$ cat config.mk
export PLATFORM = sky130hd
export DESIGN_NAME = cam_alloc
export DESIGN_NICKNAME = d
export VERILOG_FILES = /design/src/rtl/cam_alloc.sv
export SDC_FILE = /design/constraint.sdc
export NUM_CORES = 1
export LEC_CHECK = 0
export CAP_MARGIN = 40
export CORE_ASPECT_RATIO = 1.4
export CORE_MARGIN = 2
export CORE_UTILIZATION = 40
export DETAILED_ROUTE_END_ITERATION = 10
export PLACE_DENSITY_LB_ADDON = 0.3
export SETUP_SLACK_MARGIN = 0.3
export SLEW_MARGIN = 30
export SYNTH_ARGS = -nofsm -noshare
export SYNTH_HDL_FRONTEND = slang
export SYNTH_SLANG_ARGS = --single-unit
export TNS_END_PERCENT = 5
$ cat constraint.sdc
create_clock -name clk -period 7.28 [get_ports clk]
set_clock_uncertainty 0.15 [all_clocks]
set_input_delay 1.82 -clock clk [delete_from_list [all_inputs] [get_ports clk]]
set_output_delay 1.82 -clock clk [all_outputs]
set_load 0.03 [all_outputs]
$ cat src/rtl/cam_alloc.sv
// cam_alloc: slot allocator and controller for an external 8-entry CAM.
//
// Keeps a valid bit per CAM slot and serves insert/delete requests one at a time.
// On reset the CAM is scrubbed so that slot i holds key i. After the scrub, every
// lookup is qualified by the slot's valid bit. An insert reuses a stale copy of the
// key if one exists, so a key is never present in two slots. Otherwise the insert
// takes the lowest free slot. When all slots are full, it evicts the slot named by
// a round-robin pointer.
//
// Ports
//   clk, rst              clock; asynchronous active-high reset
//   req_valid/req_ready   request handshake; req_key and req_del are sampled on accept
//   resp_valid/resp_ready response handshake; resp_* are held stable until consumed
//   resp_addr             slot that was written, matched or freed
//   resp_dup              insert found the key already valid
//   resp_evict            insert overwrote a valid slot
//   resp_miss             delete found no valid match
//   occupancy             popcount of the valid vector
//   cam_key/cam_we/cam_waddr  CAM write/search port
//   cam_hit/cam_raddr     combinational CAM match (highest matching index)
module cam_alloc (
  input  logic       clk,
  input  logic       rst,
  input  logic       req_valid,
  output logic       req_ready,
  input  logic [7:0] req_key,
  input  logic       req_del,
  output logic       resp_valid,
  input  logic       resp_ready,
  output logic [2:0] resp_addr,
  output logic       resp_dup,
  output logic       resp_evict,
  output logic       resp_miss,
  output logic [3:0] occupancy,
  output logic [7:0] cam_key,
  output logic       cam_we,
  output logic [2:0] cam_waddr,
  input  logic       cam_hit,
  input  logic [2:0] cam_raddr
);

  typedef enum logic [2:0] {
    StInit,
    StIdle,
    StLook,
    StWrite,
    StResp
  } state_e;

  state_e     state_q, state_d;
  logic [2:0] init_cnt_q, init_cnt_d;
  logic [7:0] valid_q, valid_d;
  logic [2:0] rr_q, rr_d;
  logic [7:0] key_q, key_d;
  logic       del_q, del_d;
  logic [2:0] target_q, target_d;
  logic [2:0] resp_addr_q, resp_addr_d;
  logic       dup_q, dup_d;
  logic       evict_q, evict_d;
  logic       miss_q, miss_d;

  logic       vhit;
  logic       free_found;
  logic [2:0] free_idx;

  // The CAM may still hold keys of freed slots, so a raw hit counts only if the slot is valid.
  assign vhit = cam_hit & valid_q[cam_raddr];

  // Lowest-index free slot. The loop scans downward so the lowest index is assigned last.
  always_comb begin
    free_found = 1'b0;
    free_idx   = 3'd0;
    for (int i = 7; i >= 0; i--) begin
      if (!valid_q[i]) begin
        free_found = 1'b1;
        free_idx   = 3'(i);
      end
    end
  end

  always_comb begin
    state_d     = state_q;
    init_cnt_d  = init_cnt_q;
    valid_d     = valid_q;
    rr_d        = rr_q;
    key_d       = key_q;
    del_d       = del_q;
    target_d    = target_q;
    resp_addr_d = resp_addr_q;
    dup_d       = dup_q;
    evict_d     = evict_q;
    miss_d      = miss_q;

    case (state_q)
      StInit: begin
        init_cnt_d = init_cnt_q + 3'd1;
        if (init_cnt_q == 3'd7) begin
          state_d = StIdle;
        end
      end

      StIdle: begin
        if (req_valid) begin
          key_d       = req_key;
          del_d       = req_del;
          resp_addr_d = 3'd0;
          dup_d       = 1'b0;
          evict_d     = 1'b0;
          miss_d      = 1'b0;
          state_d     = StLook;
        end
      end

      StLook: begin
        if (del_q) begin
          if (vhit) begin
            valid_d[cam_raddr] = 1'b0;
            resp_addr_d        = cam_raddr;
          end else begin
            miss_d      = 1'b1;
            resp_addr_d = 3'd0;
          end
          state_d = StResp;
        end else if (vhit) begin
          dup_d       = 1'b1;
          resp_addr_d = cam_raddr;
          state_d     = StResp;
        end else begin
          if (cam_hit) begin
            // A stale copy exists; overwrite that copy so the key never appears twice.
            target_d = cam_raddr;
          end else if (free_found) begin
            target_d = free_idx;
          end else begin
            target_d = rr_q;
            evict_d  = 1'b1;
            rr_d     = rr_q + 3'd1;
          end
          state_d = StWrite;
        end
      end

      StWrite: begin
        valid_d[target_q] = 1'b1;
        resp_addr_d       = target_q;
        state_d           = StResp;
      end

      StResp: begin
        if (resp_ready) begin
          state_d = StIdle;
        end
      end

      default: state_d = StInit;
    endcase
  end

  always_ff @(posedge clk or posedge rst) begin
    if (rst) begin
      state_q     <= StInit;
      init_cnt_q  <= 3'd0;
      valid_q     <= 8'd0;
      rr_q        <= 3'd0;
      key_q       <= 8'd0;
      del_q       <= 1'b0;
      target_q    <= 3'd0;
      resp_addr_q <= 3'd0;
      dup_q       <= 1'b0;
      evict_q     <= 1'b0;
      miss_q      <= 1'b0;
    end else begin
      state_q     <= state_d;
      init_cnt_q  <= init_cnt_d;
      valid_q     <= valid_d;
      rr_q        <= rr_d;
      key_q       <= key_d;
      del_q       <= del_d;
      target_q    <= target_d;
      resp_addr_q <= resp_addr_d;
      dup_q       <= dup_d;
      evict_q     <= evict_d;
      miss_q      <= miss_d;
    end
  end

  always_comb begin
    occupancy = 4'd0;
    for (int i = 0; i < 8; i++) begin
      occupancy = occupancy + 4'(valid_q[i]);
    end
  end

  always_comb begin
    req_ready  = (state_q == StIdle);
    resp_valid = (state_q == StResp);
    resp_addr  = resp_addr_q;
    resp_dup   = dup_q;
    resp_evict = evict_q;
    resp_miss  = miss_q;
    cam_we     = 1'b0;
    cam_waddr  = 3'd0;
    cam_key    = key_q;
    if (state_q == StInit) begin
      cam_we    = 1'b1;
      cam_waddr = init_cnt_q;
      cam_key   = {5'd0, init_cnt_q};
    end else if (state_q == StWrite) begin
      cam_we    = 1'b1;
      cam_waddr = target_q;
    end
  end

endmodule

==> results summary, run 1 <==
The run finished with clean final reports. Timing would allow up to 176 MHz. The clock-pin slew of the registers on the worst-case setup and hold paths is 0.07 ns. The normalized max-slew margin is 59.4%. The proportion of synthesized area in mux cells came out at 11.5%.

The die is 66.4 µm wide. The fraction of the mapped netlist area in adder cells came out at 7.11%. The most common cell in the netlist is sky130_fd_sc_hd__dfrtp_1. Dividing the final minimum period by the clock period gives 78.0%.

For the final routed database, the setup TNS stands at 0 ns. The area growth from synthesis to layout came out at 24.3%. The standard cell core area came out at 5240 µm². The cell row count is 31. The worst setup path is captured at a primary output. The number of DRC violations after detailed-routing iteration 0 is 85. The final HPWL from detailed placement is 3.48 mm. In the synthesized netlist the dominant register cell turns out to be sky130_fd_sc_hd__dfrtp_1. The total routing usage reported by global routing is 17.3%. The root buffer cell is sky130_fd_sc_hd__clkbuf_8. The aggregate routed wire length is 4.72 mm. The sequential fraction of the synthesis area came out at 40.1%. For this run, the post-layout net count is 286. Walking the worst path, the cells encountered are fa_1 -> inv_1 -> fa_1 -> fa_1 -> inv_1 -> ha_1 -> inv_1 -> fa_1 -> xnor2_1 -> clkdlybuf4s50_1. The kind of critical path is reg2out.

The number of antenna violations at the first check in global routing came out at 0. By instance count, the cell type seen most on the critical path is sky130_fd_sc_hd__fa_1. The filler cells instantiated in the layout total 498. The final-report setup violation count is 0. The required time at the endpoint of the critical path is 5.31 ns. The wire length of the first global-routing pass is 8.06 mm.

After synthesis, the largest family of logic cells by area is simple AND/OR/NAND/NOR gates. The number of standard cells in the layout, taps in and fillers out came out at 326. During synthesis, Yosys emitted a total of 0 warnings. The share of final-layout standard cells stronger than drive strength 1 came out at 11.9%.

The placed instances occupy a cell area of 2590 µm². The slew at the pin closest to its max-slew limit is 0.604 ns. Among all stages on the critical path, the largest delay is contributed by sky130_fd_sc_hd__clkdlybuf4s50_1. Across all layers, the routed design uses 1,780 vias. Summing the areas of all and, or, nand and nor instances in the mapped netlist gives 17.4% of the synthesized area. The global route total overflow is 0. The flip-flop and latch area came out at 876 µm². The fraction of synthesized cell area in xor and xnor cells came out at 1.61%. The average footprint of a synthesized cell is 9.79 µm². TritonCTS built the clock tree.

The H-tree was split into 2 levels. In the post-synthesis netlist, the biggest area contributors are sky130_fd_sc_hd__dfrtp_1 (40%), sky130_fd_sc_hd__mux2_2 (5.7%), sky130_fd_sc_hd__a21oi_1 (4.1%), sky130_fd_sc_hd__inv_1 (4.0%), sky130_fd_sc_hd__fa_1 (3.7%). sky130_fd_sc_hd__dfrtp_1 takes more of the synthesized area than any other cell. After synthesis the netlist holds a flip-flop and latch count of 35. The netlist uses 47 different library cells. After detailed placement, the design holds a cell count of 317. In this design, the stage delay of the slowest critical-path cell is 0.69 ns. The compound-gate portion of the synthesized area is 14.5%. By count the netlist is led by sky130_fd_sc_hd__dfrtp_1 (35), sky130_fd_sc_hd__inv_1 (23), sky130_fd_sc_hd__a21oi_1 (18), sky130_fd_sc_hd__nor2_1 (18), sky130_fd_sc_hd__nand2_1 (15).

The antenna diode count is 0. The number of gates resized after CTS is 0. In this run the deepest clock path goes through 2 buffers. The ratio of routed vias to standard cells came out at 5.46. The quantity of hold-fixing buffers added after cts came out at 0. The number of max-capacitance violations reported came out at 0.

The number of global-route vias before repair is 1,756. After clock tree synthesis, the setup repair step added 0 buffers. Before antenna repair, the detailed router went through 5 iterations. The worst hold path class is reg2reg. The clock sink count is 35.

The largest fanout on the critical path is 4. The floorplan step set the die height to 91.4 µm. In the final layout, the multi-input gates occupy 1140 µm².

The worst-case hold slack is 0.332 ns. The initial cell density of the core is 41.7%. Dividing the detail-routed wire length by the instance count gives 14.5 µm. The net count after synthesis came out at 250. The clock buffer count from CTS is 5. The number of I/O pins came out at 41. The number of failing hold endpoints at the final stage came to 0. The synthesized instance count is 223. The arrival time reported for the critical path endpoint is 3.71 ns. The synthesized netlist occupies a cell area of 2180 µm². The design area is 2710 µm². Setup repair after global routing left no endpoint under its margin. The fraction of registers with async set or reset after synthesis is 100%. The post-route antenna net violation count is 0.

The overall die area came out at 6070 µm². The number of port buffers is 40. The count of unresolved DRC violations after routing came out at 0. The top cell type's share of synthesized area is 40.1%. The largest net degree at the start of global routing is 36.

The clock insertion delay at the later pin of the skew report came out at 0.29 ns. The number of max-slew violations in the final report came out at 0. STA classifies the critical path startpoint as a flip-flop. In this run, synthesis inferred 0 flip-flops with an integrated enable.

The last weighted congestion value of the routability-driven placer came out at 0.824. Subtracting the final worst setup slack from the clock period gives 5.68 ns.
final timing paths:
check / start / to / slack [ns] / depth (start not counted)
setup / recovery: valid_q[0]$_DFFE_PP0P_ / occupancy[2] / 1.60 / 10
hold / removal: rr_q[2]$_DFFE_PP0P_ / rr_q[2]$_DFFE_PP0P_ / 0.33 / 1
setup reg to reg: state_q[0]$_DFFE_PP0P_ / init_cnt_q[2]$_DFFE_PP0P_ / 4.99 / 5
hold reg to reg: rr_q[2]$_DFFE_PP0P_ / rr_q[2]$_DFFE_PP0P_ / 0.33 / 1
max in group asynchronous: rst / init_cnt_q[0]$_DFFE_PP0P_ / 4.88 / 3
min in group asynchronous: rst / resp_evict$_DFFE_PP0P_ / 1.78 / 3
logic make-up (layout without fill, tap and decap cells):
| group | Yosys count | count (layout) |
|---|---|---|
| buf+inv | 36 | 73 |
| simple gates | 66 | 66 |
| flops | 35 | 35 |
| xor+xnor | 4 | 4 |
| compound gates | 50 | 50 |
| fa+ha+maj | 10 | 10 |
| mux | 22 | 22 |
stage by stage:
step / setup slack, ns / util (%)
after floorplan: 2.30 / -
after CTS: 1.58 / 51.7
final: 1.60 / 51.8
after global placement: 1.98 / 49.5
after global routing: 1.46 / 51.8
after detailed placement: 1.89 / 49.5
state kept, by name, summed over array words and instances, names as in the netlist:
name	cells
rr_q	3
resp_miss	1
target_q	3
init_cnt_q	3
state_q	3
resp_addr	3
resp_dup	1
key_q	8
del_q	1
valid_q	8
resp_evict	1
critical path, delay by kind of cell, from the launching register on:
kind | cells | cell delay (ns)
adder cells (fa/ha/maj) | 5 | 1.98
XOR/XNOR | 1 | 0.15
flip-flops | 1 | 0.43
buffers and inverters | 4 | 0.86
routing by layer:
metal | global-route usage (%) | up-vias | share of wire (%)
met3 | 6.20 | 17 | 7.9
met5 | 0 | - | 0
met1 | 20.1 | 844 | 38
li1 | - | 840 | -
met2 | 26.3 | 79 | 49
met4 | 11.6 | 0 | 4.5
cells in the final DEF (no fill, tap or decap), types with 3 or more instances in the layout:
cell type and count:
sky130_fd_sc_hd__a21oi_1 18, sky130_fd_sc_hd__a22oi_1 3, sky130_fd_sc_hd__a31oi_1 10, sky130_fd_sc_hd__clkbuf_8 6
sky130_fd_sc_hd__clkdlybuf4s50_1 40, sky130_fd_sc_hd__dfrtp_1 35, sky130_fd_sc_hd__fa_1 4, sky130_fd_sc_hd__ha_1 6
sky130_fd_sc_hd__inv_1 23, sky130_fd_sc_hd__mux2_2 11, sky130_fd_sc_hd__mux2_4 3, sky130_fd_sc_hd__mux2i_1 6
sky130_fd_sc_hd__nand2_1 15, sky130_fd_sc_hd__nand2b_1 3, sky130_fd_sc_hd__nand3_1 4, sky130_fd_sc_hd__nor2_1 18
sky130_fd_sc_hd__nor2b_1 10, sky130_fd_sc_hd__nor3_1 3, sky130_fd_sc_hd__nor3b_1 3, sky130_fd_sc_hd__o21ai_0 7
layout make-up:
| class | instances | share of cell area, % |
|---|---|---|
| inverters | 23 | 3.18 |
| well taps | 66 | 3.04 |
| clock inverters | 2 | 1.29 |
| clock buffers | 6 | 3.04 |
| multi-input cells | 152 | 41.9 |
| flip-flops and latches | 35 | 32.3 |
| repair buffers | 42 | 15.2 |
Power of run 1 is not shown: default switching activity piles up to over one toggle a cycle in this logic, so the estimate is an artifact.
==> run 2: changes to the inputs <==
==> constraint.sdc (replaced) <==
create_clock -name clk -period 5.47 [get_ports clk]
set_clock_uncertainty 0.15 [all_clocks]
set_input_delay 1.3675 -clock clk [delete_from_list [all_inputs] [get_ports clk]]
set_output_delay 1.3675 -clock clk [all_outputs]
set_load 0.03 [all_outputs]
==> results summary, run 2 (same netlist as run 1, synthesis figures left out) <==
The wire length of the first global-routing pass is 8.14 mm (+1.0%). The number of stages on the worst setup path is 10 (unchanged). The clock-pin slew of the registers on the worst-case setup and hold paths came out at 0.08 ns (about the same).

The accumulated negative setup slack is 0 ns (unchanged). The capture point of the worst path is occupancy[2]. The total number of vias is 1,724 (-3.1%). The library cells used most frequently in the layout, excluding fill and tap cells, are sky130_fd_sc_hd__clkdlybuf4s50_1 (38), sky130_fd_sc_hd__dfrtp_1 (35), sky130_fd_sc_hd__inv_1 (23). The worst-case reg-to-reg path depth is 3 (-2). The global route total overflow is 0 (unchanged). The number of max-capacitance violations reported is 0 (unchanged).

The slew at the pin closest to its max-slew limit came out at 0.692 ns (+0.0881 ns). Setup repair after global routing left no endpoint under its margin. The kind of critical path is reg2out.

The number of nets in the layout came out at 286 (unchanged). The tree is rooted in a sky130_fd_sc_hd__clkbuf_8. The clock sink count is 35 (unchanged). The required time at the endpoint of the critical path was 3.95 ns (-1.36 ns). The maximum level of the CTS H-tree is 2 (unchanged).

The share of final-layout standard cells stronger than drive strength 1 came out at 11.9% (unchanged). The buffer levels on the longest clock path is 2 (unchanged). The multi-input combinational cell area is 1140 µm² (unchanged). The routed wirelength normalized by instance count was 14.6 µm (+1.1%). The achievable clock frequency is 201 MHz. The aggregate routed wire length came out at 4.77 mm (+1.1%). The run finished with clean final reports.

The arrival time reported for the critical path endpoint came out at 3.45 ns (-0.26 ns). The quantity of hold-fixing buffers added after cts came out at 0 (unchanged). The flip-flop and latch area came out at 876 µm² (unchanged). STA classifies the critical path startpoint as a flip-flop. The number of search-and-repair iterations in the first detailed-routing pass came to 4 (-1). The count of buffer and inverter cells on the critical path came out at 4 (unchanged). The number of max-slew violations in the final report is 0 (unchanged). The period utilization came out at 90.8%. The count of unresolved DRC violations after routing came to 0 (unchanged). The number of port buffers is 40 (unchanged). In the final layout, the registers with the most flip-flops are key_q x8, valid_q x8. The ratio of routed vias to standard cells is 5.29 (-3.1%). The number of global-route vias before repair is 1,718 (-2.2%). The slowest stage cell on the critical path is sky130_fd_sc_hd__fa_1. Tracing the worst setup path back leads to its startpoint at valid_q[3]$_DFFE_PP0P_. The post-route antenna net violation count is 0 (unchanged). The clock insertion delay at the later pin of the skew report came out at 0.29 ns (about the same).

The antenna diode count is 0 (unchanged). The number of inserted filler cells in the final layout came to 499 (+0.20%). The normalized max-slew margin came to 53.5% (-5.9 points).

The total routing usage reported by global routing came out at 17.3% (-0.033 points). The worst hold path class is reg2reg. The area of placed instances came to 2600 µm² (+0.29%). The overall die area is 6070 µm² (unchanged). The area growth from synthesis to layout is 24.5%. Traced cell by cell, the critical path runs through fa_1 -> inv_1 -> fa_1 -> fa_1 -> inv_1 -> ha_1 -> inv_1 -> fa_1 -> xnor2_1 -> dlygate4sd2_1. The endpoint class of the critical path is a primary output.

The number of standard cells in the layout, taps in and fillers out came out at 326 (unchanged). The worst-case register-to-register setup slack was 3.18 ns (-1.81 ns). The final HPWL from detailed placement came out at 3.51 mm (+0.79%). The total setup buffers inserted after CTS came to 0 (unchanged). The worst reg2reg path startpoint is state_q[0]$_DFFE_PP0P_. The final-report setup violation count is 0 (unchanged).

The most numerous cell type found on the critical path is sky130_fd_sc_hd__fa_1. The post-route minimum period came out at 4.97 ns. The endpoint identified for the worst register-to-register timing path is key_q[3]$_DFFE_PP0P_. The cell row count came out at 31 (unchanged). The number of DRC violations after detailed-routing iteration 0 came out at 85 (unchanged). The largest fanout on the critical path came out at 8 (+4).

The standard cell core area came out at 5240 µm² (unchanged). The width of the die was 66.4 µm (unchanged). The number of failing hold endpoints at the final stage is 0 (unchanged). The TritonCTS clock tree is yes. The initial cell density of the core was 41.7% (unchanged). The design area came to 2720 µm² (+0.14%).

The delay of the slowest cell on the worst path was 0.52 ns (-0.17 ns). The clock buffer count from CTS is 5 (unchanged). The last weighted congestion value of the routability-driven placer is 0.823 (-0.15%). The height of the die is 91.4 µm (unchanged).

Leaving out fill and tap cells, the most frequent cell in the layout is sky130_fd_sc_hd__clkdlybuf4s50_1. On the critical path the largest part of the delay comes from adder cells. The number of I/O pins came to 41 (unchanged). The number of antenna violations at the first check in global routing is 0 (unchanged). The largest net degree at the start of global routing came out at 36 (unchanged). The instance count after placement with tap cells included came to 318 (+0.32%).
## run 2: changes by cell type in the layout (fill, tap and decap cells not counted)
cell	before	now
sky130_fd_sc_hd__buf_4	1	2
sky130_fd_sc_hd__clkbuf_2	1	0
sky130_fd_sc_hd__clkdlybuf4s50_1	40	38
sky130_fd_sc_hd__dlygate4sd2_1	0	1
sky130_fd_sc_hd__dlymetal6s2s_1	0	1
## run 2: per-layer routing
metal  vias to the layer above  part of all wire [%]  track usage [%]
met5                         -                     0                0
met4                         0                   3.0             7.99
met3                        12                   6.8             5.33
met2                        59                    49             27.1
met1                       819                    41             21.4
li1                        834                     -                -
## run 2: area by class of cell
| type | instances | share of cell area, % |
|---|---|---|
| clock buffer | 6 | 3.04 |
| clock inverter | 2 | 1.29 |
| inverter | 23 | 3.18 |
| multi-input combinational | 152 | 41.9 |
| sequential | 35 | 32.2 |
| tap | 66 | 3.04 |
| timing repair buffer | 42 | 15.3 |
## run 2: worst min path at each step
stage	start	endpoint	slack (ns)	depth (start not counted)
2_1_floorplan	rr_q[2]$_DFFE_PP0P_	rr_q[2]$_DFFE_PP0P_	0.30	1
3_3_place_gp	rr_q[2]$_DFFE_PP0P_	rr_q[2]$_DFFE_PP0P_	0.31	1
3_5_place_dp	rr_q[2]$_DFFE_PP0P_	rr_q[2]$_DFFE_PP0P_	0.31	1
4_1_cts	rr_q[2]$_DFFE_PP0P_	rr_q[2]$_DFFE_PP0P_	0.33	1
5_1_grt	rr_q[2]$_DFFE_PP0P_	rr_q[2]$_DFFE_PP0P_	0.36	1
6_report	rr_q[2]$_DFFE_PP0P_	rr_q[2]$_DFFE_PP0P_	0.32	1
## run 2: timing repair
action | in CTS | in global routing
pin swaps | 0 | 0
gates cloned | 0 | 0
setup endpoints to repair | 2 | 1
resized for setup | 1 | 1
## run 2: per-stage QoR
stage | utilization, % | hold WS, ns | worst slack (ns)
global route | 51.9 | 0.360 | 0.347
floorplan | - | 0.295 | 0.947
finish | 51.9 | 0.323 | 0.503
global placement | 49.6 | 0.314 | 0.625
detailed placement | 49.6 | 0.312 | 0.540
CTS | 51.8 | 0.327 | 0.239
Power of run 2 is left out for the same reason.
